### src/rtl/dispatch_sched.sv
// Dispatch scheduler: 2-entry decode buffer, steers head to a reservation station by class, allocates a ROB tag.
// Enqueue-to-dispatch latency is 1 cycle; stall when the buffer is full, and the head blocks on ROB or target RS full.
module dispatch_sched #(
  parameter int INSTR_W   = 32,
  parameter int ROB_TAG_W = 5,
  parameter int CNT_W     = 32
) (
  input  logic                 clk,
  input  logic                 reset,
  input  logic                 dec_valid,
  input  logic [INSTR_W-1:0]   dec_instr,
  input  logic [2:0]           dec_class,
  output logic                 stall,
  input  logic                 flush,
  input  logic                 robFull,
  input  logic [ROB_TAG_W-1:0] rob_tail_tag,
  output logic                 rob_alloc,
  input  logic                 aluFull,
  input  logic                 brnchFull,
  input  logic                 mulDivFull,
  input  logic                 lwFull,
  input  logic                 swFull,
  output logic [4:0]           disp_valid,
  output logic [INSTR_W-1:0]   disp_instr,
  output logic [ROB_TAG_W-1:0] disp_tag,
  output logic [2:0]           stall_cause,
  output logic [CNT_W-1:0]     stall_cycles
);

  typedef struct packed {
    logic [INSTR_W-1:0] instr;
    logic [2:0]         cls;
  } entry_t;

  entry_t     buf_q [2];
  logic       rd_ptr, wr_ptr;
  logic [1:0] count;

  entry_t     head;
  logic [2:0] head_cls;
  logic [4:0] rs_full;
  logic       head_valid, go, enq, blocked;

  assign head       = buf_q[rd_ptr];
  // Reserved classes 5-7 execute on the ALU station.
  assign head_cls   = (head.cls > 3'd4) ? 3'd0 : head.cls;
  assign rs_full    = {swFull, lwFull, mulDivFull, brnchFull, aluFull};
  assign head_valid = (count != 2'd0);
  assign stall      = (count == 2'd2);
  assign go         = head_valid & ~flush & ~robFull & ~rs_full[head_cls];
  assign enq        = dec_valid & ~stall & ~flush;
  assign blocked    = head_valid & ~flush & ~go;

  assign rob_alloc  = go;
  assign disp_valid = go ? (5'b00001 << head_cls) : 5'b00000;
  assign disp_instr = head.instr;
  assign disp_tag   = rob_tail_tag;

  always_comb begin
    stall_cause = 3'd0;
    if (head_valid && !flush) begin
      if (robFull)
        stall_cause = 3'd1;
      else if (rs_full[head_cls])
        stall_cause = 3'd2 + head_cls;
    end
  end

  always_ff @(posedge clk or posedge reset) begin
    if (reset) begin
      count  <= 2'd0;
      rd_ptr <= 1'b0;
      wr_ptr <= 1'b0;
    end else if (flush) begin
      count  <= 2'd0;
      rd_ptr <= 1'b0;
      wr_ptr <= 1'b0;
    end else begin
      if (enq) wr_ptr <= ~wr_ptr;
      if (go)  rd_ptr <= ~rd_ptr;
      count <= count + {1'b0, enq} - {1'b0, go};
    end
  end

  // Payload storage needs no reset; count gates every use of it.
  always_ff @(posedge clk) begin
    if (enq)
      buf_q[wr_ptr] <= '{instr: dec_instr, cls: dec_class};
  end

  always_ff @(posedge clk or posedge reset) begin
    if (reset)
      stall_cycles <= '0;
    else if (blocked && (stall_cycles != {CNT_W{1'b1}}))
      stall_cycles <= stall_cycles + CNT_W'(1);
  end

endmodule

### config.mk
export PLATFORM = sky130hd
export DESIGN_NAME = dispatch_sched
export DESIGN_NICKNAME = d
export VERILOG_FILES = /design/src/rtl/dispatch_sched.sv
export SDC_FILE = /design/constraint.sdc
export NUM_CORES = 1
export LEC_CHECK = 0
export ABC_CLOCK_PERIOD_IN_PS = 4310
export CAP_MARGIN = 20
export CORE_UTILIZATION = 48
export DETAILED_ROUTE_END_ITERATION = 10
export GPL_ROUTABILITY_DRIVEN = 1
export GPL_TIMING_DRIVEN = 1
export HOLD_SLACK_MARGIN = 0.03
export PLACE_DENSITY_LB_ADDON = 0.2
export RECOVER_POWER = 25
export REMOVE_ABC_BUFFERS = 1
export SETUP_SLACK_MARGIN = 0.5
export SLEW_MARGIN = 30
export SYNTH_ARGS = -nofsm -noshare
export SYNTH_HDL_FRONTEND = slang
export SYNTH_SLANG_ARGS = --single-unit
export TNS_END_PERCENT = 50
### constraint.sdc
create_clock -name clk -period 4.31 [get_ports clk]
set_input_delay 0.6465 -clock clk [delete_from_list [all_inputs] [get_ports clk]]
set_output_delay 0.6465 -clock clk [all_outputs]
set_load 0.05 [all_outputs]
==> flow_summary.yaml <==
grt:
  antenna_found_initial: 3
  grt_pass1_vias: 3093
  grt_usage_pct: 19.6
  grt_max_degree: 37
  grt_overflow: 0
  grt_pass1_wl_mm: 15.2
die:
  io_pins: 129
  dieArea_mm2: 0.0102
  core_area_mm2: 0.00937
  dieHeight_um: 101
  die_w_um: 101
  rows: 35
  initial_utilization_pct: 50.3
placed_design:
  dp_hpwl_mm: 6.62
  port_buffers: 118
  gp_congestion: 0.891
  post-place-ws_ps: 1000
clocking:
  worst_skew_pair.late_latency_ps: 350
  cts_tree: "yes"
  cts_buffers: 9
  cts_hold_buffers: 0
  htree_num_levels: 3
  post_cts_buffers: 0
  cts-root-buf: "clkbuf_8"
  cts_resized: 0
  clockBufferDepth: 2
  cts.sinks: 106
  path_clk_slew_ps: 100
flow_run:
  max_cap_viol_count: 1
setup_path:
  worstSetupEndpointType: "output pin"
  cp_num_cells: 7
  timing.rr.start: "rd_ptr$_DFFE_PP0P_"
  startpoint: "rd_ptr$_DFFE_PP0P_"
  cpPeakStageDelay_ps: 640
  worstSetupPathType: "reg -> out"
  slowest_stage: "a2111oi_1"
  cp.required_ps: 3660
  rr_worst_depth: 13
  rrSetupSlack_ps: 1310
  start_kind: "flip-flop"
  path_delay_family: "compound AO/OA/AOI/OAI gates"
  crit_arrival_ps: 2890
  cp_cell_sequence: "buf_4 > nor3b_1 > o31ai_1 > o21ai_2 > o22ai_2 > a2111oi_1 > buf_12"
  crit_path_max_fanout: 34
  worst-path-buf-inv: 2
timing:
  tns_ps: 0
  min_period_over_period_pct: 82.1
  maxSlewHeadroom_pct: -31.5
  drv_slew: 37
  fin_skew_ps: 9.36
  post-route-min-period_ps: 3540
  tightest_slew_ps: 1970
  rsz0062_at_grt: "false"
  setup_ws_ps: 773
  fmax_mhz: 283
  setup_viol: 0
  hold_violations: 0
routing:
  wire_per_inst_um: 16.6
  wl_mm: 9.62
  drt_pass1_iterations: 4
  vias_per_cell: 5.38
  via_count: 3123
  initialDrtViolationCount: 78
  drc: 0
  final_antenna_net_count: 0
pwr:
  p_leak_nw: 2.29
  total_power_mw: 2.19
  ir_drop_mv: 0.265
  power.density_mw_per_mm2: 353
yosys:
  yosysSeqAreaShare_pct: 63.8
  yosysWarnings: 0
  ys_async_sr_fraction_pct: 34.0
  syn_inst: 328
  ys.flop_type: "edfxtp_1"
  synth_edf_count: 70
  synth_area_mm2: 0.00471
  avgSynthCellArea_um2: 14.4
  synth-seq-cells: 106
  ys_types: 45
worst_hold_path:
  min-delay-start: "stall_cycles[9]$_DFFE_PP0P_"
  hold_path.class: "reg -> reg"
  worst_hold_path.num_cells: 1
run_status:
  status: "finished, violations left"
  violations: "capacitance limit, slew limit"
final_layout:
  area_delta_synth_final_pct: 31.9
  drive_above_1_share_pct: 18.4
  final_util_pct: 66.3
  fillers: 731
  nNetsFinal: 499
-- routing by layer --
layer / up-vias / global-route usage [%] / part of all wire (%)
met5: - / 0 / 0.31
met4: 4 / 8.03 / 1.5
met3: 16 / 4.23 / 5.4
met2: 107 / 32.6 / 49
met1: 1539 / 24.8 / 43
li1: 1457 / - / -
-- worst paths after layout --
path / to
worst min register to register: stall_cycles[9]$_DFFE_PP0P_
worst max-delay path: stall_cause[2]
worst min-delay path: stall_cycles[9]$_DFFE_PP0P_
max in group asynchronous: stall_cycles[14]$_DFFE_PP0P_
min in group asynchronous: stall_cycles[25]$_DFFE_PP0P_
worst max register to register: count[1]$_DFF_PP0_
-- kinds of logic (layout without fill, tap and decap cells) --
logic type	Yosys count	after routing	share of synthesized area (%)
fa+ha+maj	3	3	0.797
compound gates	14	14	2.74
simple gates	109	109	14.7
xor+xnor	34	34	6.32
other cells	0	1	0
buf+inv	25	148	2.87
mux	37	37	8.85
flops	106	106	63.8
-- flip-flops by register name, summed over array words and instances (netlist names) --
| register | count |
|---|---|
| wr_ptr | 1 |
| count | 2 |
| rd_ptr | 1 |
| buf_q | 70 |
| stall_cycles | 32 |
-- cell type report --
class,count,area [um^2],area share [%]
sequential,106,3000,48.3
clock inverter,6,56.3,0.906
multi-input combinational,197,1590,25.6
tap,129,161,2.60
inverter,10,37.5,0.604
clock buffer,10,128,2.05
antenna,1,2.50,0.0403
timing repair buffer,122,1240,19.9
-- stage by stage --
| stage | instances | instance area [um^2] | hold slack [ps] |
|---|---|---|---|
| after CTS | 580 | 6210 | 512 |
| after detailed placement | 564 | 6030 | 489 |
| after global routing | 581 | 6210 | 529 |
| final | 581 | 6210 | 510 |
| after global placement | 562 | 5970 | 474 |
| after floorplan | 313 | 4610 | 583 |
-- cells in the mapped netlist (all sizes together), types with 7 or more instances --
library cell | instances | area [um^2]
mux2 | 34 | 387
nor4 | 12 | 146
nand4 | 11 | 68.8
and3 | 7 | 43.8
nor2 | 17 | 63.8
edfxtp | 70 | 2100
nor3 | 12 | 86.3
dfrtp | 36 | 901
buf | 14 | 93.8
nand3 | 18 | 90.1
inv | 10 | 37.5
nand2 | 13 | 48.8
xnor2 | 17 | 149
xor2 | 17 | 149
-- power by group --
group	total, mW	switching [mW]	internal (mW)
Clock	0.575	0.351	0.224
Combinational	0.436	0.275	0.161
Sequential	1.18	0.0371	1.14
Total	2.19	0.663	1.53
-- worst reg2reg max path: stages (launching register included) --
cell	delay [ps]
dfrtp_1	500
buf_4	450
nor3_1	130
o31ai_1	260
o21ai_2	140
o22ai_2	250
nand2_1	220
inv_1	160
ha_1	240
inv_1	60
ha_1	140
xnor2_1	140
xnor2_1	140
nor2_1	60
-- cell usage in the layout (no fill, tap or decap), types with 5 or more instances in the layout --
cell and count:
and3_1 7, and4_1 5, buf_4 9, clkbuf_8 9, clkdlybuf4s50_1 73, dfrtp_1 36
dlygate4sd3_1 36, edfxtp_1 70, inv_1 10, mux2_2 32, nand2_1 13, nand3_1 18
nand4_1 11, nor2_1 15, nor3_1 8, nor4_2 9, xnor2_1 17, xor2_1 17
(Power assumes the default switching activity.)
